**config.mk**
```make
export PLATFORM = sky130hd
export DESIGN_NAME = switch_press_decoder
export DESIGN_NICKNAME = d
export VERILOG_FILES = /design/src/rtl/switch_press_decoder.sv
export SDC_FILE = /design/constraint.sdc
export NUM_CORES = 1
export LEC_CHECK = 0
export ABC_AREA = 0
export CAP_MARGIN = 20
export CORE_MARGIN = 2
export CORE_UTILIZATION = 41
export DETAILED_ROUTE_END_ITERATION = 8
export GPL_TIMING_DRIVEN = 0
export SLEW_MARGIN = 0
export SYNTH_ARGS = -nofsm -noshare
export SYNTH_HDL_FRONTEND = slang
export SYNTH_SLANG_ARGS = --single-unit
```
**constraint.sdc**
```tcl
create_clock -name i_Clk -period 15.95 [get_ports i_Clk]
set_input_delay 3.9875 -clock i_Clk [delete_from_list [all_inputs] [get_ports i_Clk]]
set_output_delay 3.9875 -clock i_Clk [all_outputs]
set_load 0.02 [all_outputs]
```
**src/rtl/switch_press_decoder.sv**
```systemverilog
// switch_press_decoder
// Per-button conditioning for the Go-board switches. Each channel has a
// two-flop synchroniser, a debounce filter and a press classifier. Every
// channel emits a registered one-cycle pulse on the release of a short press
// and another when a hold reaches the long-press limit. Channels are fully
// independent; any priority between them is resolved downstream.
module switch_press_decoder #(
  parameter int NUM_SWITCHES     = 4,
  parameter int DEBOUNCE_LIMIT   = 250000,
  parameter int LONG_PRESS_LIMIT = 25000000
) (
  input  logic                    i_Clk,
  input  logic                    i_Reset,
  input  logic [NUM_SWITCHES-1:0] i_Switch,
  output logic [NUM_SWITCHES-1:0] o_Level,
  output logic [NUM_SWITCHES-1:0] o_Short_Press,
  output logic [NUM_SWITCHES-1:0] o_Long_Press
);

  localparam int DB_W   = (DEBOUNCE_LIMIT > 2) ? $clog2(DEBOUNCE_LIMIT) : 1;
  localparam int HOLD_W = $clog2(LONG_PRESS_LIMIT + 1);

  // The debounce counter flips the level when it has already counted
  // DEBOUNCE_LIMIT-1 mismatching cycles; together with the two synchroniser
  // stages the level moves DEBOUNCE_LIMIT+2 edges after a clean raw change.
  localparam logic [DB_W-1:0]   DB_LAST   = DB_W'(DEBOUNCE_LIMIT - 1);
  // Hold value that, once incremented, reaches the long-press limit.
  localparam logic [HOLD_W-1:0] HOLD_PRE  = HOLD_W'(LONG_PRESS_LIMIT - 1);
  localparam logic [HOLD_W-1:0] HOLD_MAX  = HOLD_W'(LONG_PRESS_LIMIT);
  localparam logic [HOLD_W-1:0] HOLD_ONE  = HOLD_W'(1);
  localparam logic [HOLD_W-1:0] HOLD_ZERO = '0;

  typedef enum logic [1:0] {
    ST_RELEASED = 2'd0,
    ST_HELD     = 2'd1,
    ST_LONG     = 2'd2
  } state_t;

  for (genvar g = 0; g < NUM_SWITCHES; g++) begin : gen_ch
    logic [1:0]        r_Sync;
    logic [DB_W-1:0]   r_Db_Count;
    logic              r_Level;
    state_t            r_State;
    state_t            w_State_Next;
    logic [HOLD_W-1:0] r_Hold;
    logic [HOLD_W-1:0] w_Hold_Next;
    logic              w_Short_Next;
    logic              w_Long_Next;
    logic              r_Short;
    logic              r_Long;

    // Two-flop synchroniser for the asynchronous raw button level.
    always_ff @(posedge i_Clk or posedge i_Reset) begin
      if (i_Reset) begin
        r_Sync <= 2'b00;
      end else begin
        r_Sync <= {r_Sync[0], i_Switch[g]};
      end
    end

    // Debounce: flip the level only after an unbroken run of mismatches;
    // any return to the current level restarts the count.
    always_ff @(posedge i_Clk or posedge i_Reset) begin
      if (i_Reset) begin
        r_Db_Count <= '0;
        r_Level    <= 1'b0;
      end else if (r_Sync[1] == r_Level) begin
        r_Db_Count <= '0;
      end else if (r_Db_Count == DB_LAST) begin
        r_Level    <= r_Sync[1];
        r_Db_Count <= '0;
      end else begin
        r_Db_Count <= r_Db_Count + 1'b1;
      end
    end

    // Classifier state, hold counter and registered event pulses.
    always_ff @(posedge i_Clk or posedge i_Reset) begin
      if (i_Reset) begin
        r_State <= ST_RELEASED;
        r_Hold  <= '0;
        r_Short <= 1'b0;
        r_Long  <= 1'b0;
      end else begin
        r_State <= w_State_Next;
        r_Hold  <= w_Hold_Next;
        r_Short <= w_Short_Next;
        r_Long  <= w_Long_Next;
      end
    end

    // Next-state logic: short pulse on release from HELD, long pulse when the
    // hold reaches the limit; LONG swallows the release silently.
    always_comb begin
      w_State_Next = r_State;
      w_Hold_Next  = r_Hold;
      w_Short_Next = 1'b0;
      w_Long_Next  = 1'b0;
      case (r_State)
        ST_RELEASED: begin
          w_Hold_Next = HOLD_ZERO;
          if (r_Level) begin
            w_State_Next = ST_HELD;
            w_Hold_Next  = HOLD_ONE;
          end
        end
        ST_HELD: begin
          if (r_Level) begin
            if (r_Hold >= HOLD_PRE) begin
              w_Hold_Next  = HOLD_MAX;
              w_Long_Next  = 1'b1;
              w_State_Next = ST_LONG;
            end else begin
              w_Hold_Next = r_Hold + 1'b1;
            end
          end else begin
            w_Short_Next = 1'b1;
            w_State_Next = ST_RELEASED;
            w_Hold_Next  = HOLD_ZERO;
          end
        end
        ST_LONG: begin
          if (!r_Level) begin
            w_State_Next = ST_RELEASED;
            w_Hold_Next  = HOLD_ZERO;
          end
        end
        default: begin
          w_State_Next = ST_RELEASED;
          w_Hold_Next  = HOLD_ZERO;
        end
      endcase
    end

    assign o_Level[g]       = r_Level;
    assign o_Short_Press[g] = r_Short;
    assign o_Long_Press[g]  = r_Long;
  end

endmodule

```
## Word-level counts from Yosys, hierarchy flattened

Cells that the tools add are included.

- $add $sub $neg: 8
- Magnitude comparators: 4
- Equal/unequal tests: 28
- Multiplexer cells: 68
- Bitwise logic cells: 4
- Reduce and logical (&&, ||, !) cells: 12

Operator list:

| operator | number |
|---|---|
| $mux W25 | 12 |
| $pmux W25 S3 | 4 |
| $mux W18 | 8 |
| $add A25 B1 Y25 const B | 4 |
| $ge A25 B25 Y1 const B | 4 |
| $add A18 B1 Y18 const B | 4 |
| $eq A18 B18 Y1 const B | 4 |
| $mux W2 | 16 |
| $mux W1 | 24 |
| $pmux W2 S3 | 4 |
| $ne A2 B2 Y1 const B | 8 |
| $ne A3 B3 Y1 const B | 4 |
| $reduce_and A3 Y1 | 4 |
| $eq A2 B1 Y1 const B | 4 |
| $eq A2 B2 Y1 const B | 4 |
| $logic_not A2 Y1 | 4 |
| $reduce_and A2 Y1 | 4 |
| $eq A1 B1 Y1 | 4 |
| $not A1 Y1 | 4 |

- Flip-flop bits (word level): 200
- Output and inout bits: 12
- Logic and storage cells: 152

## Depth between registers and ports, before layout

- Word-level depth: 4
- Mapped depth: 8
- Depth with buffers taken out: 7

## Worst setup path before layout

OpenSTA, ideal clock, no wires.

- Kind: register to output
- From: register gen_ch[1].r_Level
- To: output port o_Level[1]
- Arrival time: 587 ps
- Required time: 11963 ps
- Setup slack: 11375 ps
- Cell stages (with the launch flop): 2
- Path through: dfrtp_1 -> buf_4

RTL lines:

| element | RTL line | text |
|---|---|---|
| start, declared | 42 | `logic r_Level;` |
| start signal, assigned | 70 | `r_Level <= r_Sync[1];` |
| end, declared | 15 | `output logic [NUM_SWITCHES-1:0] o_Level,` |

No word-level cell between the ends.

## Worst setup path after layout

- From: register gen_ch[1].r_Level
- To: output port o_Level[1]

No word-level cell between the ends.

==> impl_metrics.csv <==
group,metric,value,unit
status,status,"finished, final reports clean",
clock_network,holdBufCountCts,0,
setup_path,cp-start-kind,"register",
synthesis,synthArstFlopShare,100,%
sta,fin_crit_sh,35.8,%
clock_network,clkLatencyLatePin,0.44,ns
power,leakage,5.09,nW
die,initial_utilization,41.6,%
clock_network,cts_tree,"yes",
hold_path,hold_class,"register to register",
sta,fmax,175,MHz
detailed_routing,detail_route.wl_per_cell,14.6,µm
clock_network,cts_sinks,200,
power,power_density,84.0,nW/µm²
setup_path,required,11.96,ns
power,max-vdd-ir-drop,0.0769,mV
power,power_switching,0.228,mW
detailed_routing,drtIter0Drc,629,
hold_path,whs_endpoint,"gen_ch[2].r_Sync[1]",
clock_network,cts-root-buf,"clkbuf_16",
detailed_routing,wl,21.9,mm
grt,gr-total-overflow,0,
die,dieWidth,164,µm
synthesis,synth.avg_cell_area,9.28,µm²
die,coreArea,25100,µm²
final_layout,final_cell_mix,"dfrtp_1, nor2_1, nand2_1",
clock_network,htree_levels,4,
placement,dp_hpwl,14.7,mm
setup_path,rr_endpoint,"gen_ch[1].r_Hold[6]",
grt,grt_usage,17.2,%
power,pwr-share-seq,52.2,%
synthesis,ys.flop_type,"dfrtp_1",
sta,hold_viol_final,0,
sta,tightest_slew,0.817,ns
sta,fin_tns_setup,0,ns
synthesis,syn-cell-area,10400,µm²
die,dieArea,26800,µm²
setup_path,regToRegStartpoint,"gen_ch[1].r_Hold[0]",
sta,fin_skew,0.0171,ns
flow_run,cap_violations,0,
clock_network,cts_made_buffers,17,
final_layout,drive_gt1_share,7.40,%
final_layout,nets,1177,
synthesis,ys_ff_latch,200,
sta,setup_viol,0,
setup_path,cp_max_fo,8,
grt,antenna_found_initial,0,
power,p_int,0.753,mW
synthesis,yosys_warnings,0,
sta,min_period,5.70,ns
setup_path,r2r_slack,13.41,ns
sta,slew_headroom,45.4,%
detailed_routing,num_vias,8291,
detailed_routing,via_per_inst,5.51,
hold_path,hp-start,"gen_ch[2].r_Sync[0]",
clock_network,cts_setup_buffers,0,
final_layout,area_delta_synth_final,11.8,%
die,ioPinCount,18,
power,combPwrFrac,2.0,%
grt,grt_max_degree,129,
synthesis,synth_edf_count,0,
final_layout,antenna_cells,0,
detailed_routing,dr.pass1.iters,5,
grt,grt_pass1_wl,38.1,mm
detailed_routing,drc,0,
grt,first_global_vias,7871,
synthesis,syn_inst,1125,
sta,slew_viol_final,0,
setup_path,crit_type,"register to primary output",
setup_path,cp_data_arrival_time,1.72,ns
synthesis,seq_area_frac_synth,47.9,%
sta,rsz0062_at_grt,"false",
clock_network,cts_resized,0,
hold_path,hold_depth,0,
die,die_h,164,µm
power,sw_frac_of_total,23.2,%
clock_network,clk_pin_slew,0.08,ns
synthesis,syn_nets,1139,
detailed_routing,detail-route-antenna-nets,0,
power,clkPwrFrac,45.8,%
setup_path,rr_worst_depth,8,
die,rows,58,
clock_network,clockBufferDepth,2,
sta,holdWs,0.352,ns
final_layout,final_common_cell,"dfrtp_1",
placement,routabilityCongestion,0.819,
setup_path,end_kind,"primary output",
placement,port_buffers,17,
synthesis,synth.distinct_cells,71,
[synth_stat cells, types with 11 or more instances]
cell type / instances / share of area, %
a21o_1: 14 / 1.0
a21oi_1: 31 / 1.5
a22o_1: 24 / 2.0
a31oi_1: 20 / 1.2
and3_1: 38 / 2.3
and4_1: 11 / 0.92
buf_4: 14 / 1.0
clkbuf_1: 30 / 1.1
dfrtp_1: 200 / 48
inv_1: 23 / 0.83
nand2_1: 114 / 4.1
nand3_1: 87 / 4.2
nand4_1: 20 / 1.2
nor2_1: 122 / 4.4
nor3_1: 30 / 1.4
nor4_1: 12 / 0.72
o21a_1: 12 / 0.86
o21ai_0: 94 / 4.5
or3_1: 11 / 0.66
xnor2_1: 28 / 2.3
xor2_1: 38 / 3.2
[metrics by stage]
| stage | utilization, % | setup slack, ns | area (µm²) | instances | power, mW |
|---|---|---|---|---|---|
| floorplan | - | 6.51 | 10400 | 1125 | 0.536 |
| global route | 46.5 | 10.17 | 11700 | 1506 | 1.02 |
| global placement | 43.9 | 3.56 | 11000 | 1472 | 0.542 |
| detailed placement | 44.1 | 10.40 | 11100 | 1474 | 0.543 |
| finish | 46.5 | 10.25 | 11700 | 1506 | 0.981 |
| CTS | 46.5 | 10.23 | 11700 | 1506 | 0.998 |
[worst max-delay path by stage]
stage,slack (ns),cells after the start,to,startpoint
detailed placement,10.40,3,gen_ch[3].r_Hold[3],i_Reset
global placement,3.56,2,gen_ch[3].r_Hold[3],i_Reset
global route,10.17,2,o_Level[1],gen_ch[1].r_Level
floorplan,6.51,1,gen_ch[0].r_Db_Count[0],i_Reset
CTS,10.23,2,o_Level[1],gen_ch[1].r_Level
finish,10.25,2,o_Level[1],gen_ch[1].r_Level
[power groups by stage]
stage	combinational [mW]	sequential (mW)	clock, mW
2_1_floorplan	0.0135	0.522	0
3_3_place_gp	0.0197	0.523	0
3_5_place_dp	0.0209	0.522	0
4_1_cts	0.0210	0.512	0.464
5_1_grt	0.0234	0.513	0.483
6_report	0.0195	0.512	0.449
[worst max-delay path, stage by stage, from the launching register on]
cell and delay (ns):
dfrtp_1 0.53, buf_4 0.17, clkdlybuf4s50_1 0.59
[kinds of logic (layout without fill, tap and decap cells)]
kind of cell             Yosys count  after routing  share of synthesized area (%)
AO/OA/AOI/OAI                    258            258                           16.5
XOR/XNOR                          66             66                           5.54
AND/OR/NAND/NOR                  506            506                           24.6
buffers and inverters             78            129                           3.53
multiplexers                       9              9                          0.911
adder cells (fa/ha/maj)            8              8                          0.959
flip-flops                       200            200                           47.9
[cell type report]
cell class	instances	area [µm²]
fillers	2481	13400
multi-input cells	847	5070
flip-flops and latches	200	5000
clock buffers	17	425
well taps	330	413
plain buffers	54	279
repair buffers	19	205
clock inverters	15	185
inverters	24	97.6
[routing by layer]
metal | up-vias | part of all wire (%) | wire, µm | global-route usage, %
li1 | 4128 | - | - | -
met1 | 4013 | 50 | 11000 | 24.3
met2 | 134 | 46 | 10100 | 27.5
met3 | 16 | 2.8 | 616 | 2.54
met4 | 0 | 1.2 | 259 | 5.22
met5 | - | 0 | 0 | 0
[flip-flops by register name, summed over array words and instances (netlist names)]
signal             count
gen_ch.r_Short         4
gen_ch.r_Db_Count     72
gen_ch.r_Level         4
gen_ch.r_Hold        100
gen_ch.r_Long          4
gen_ch.r_Sync          8
gen_ch.r_State         8
Power figures use the tool's default switching activity.
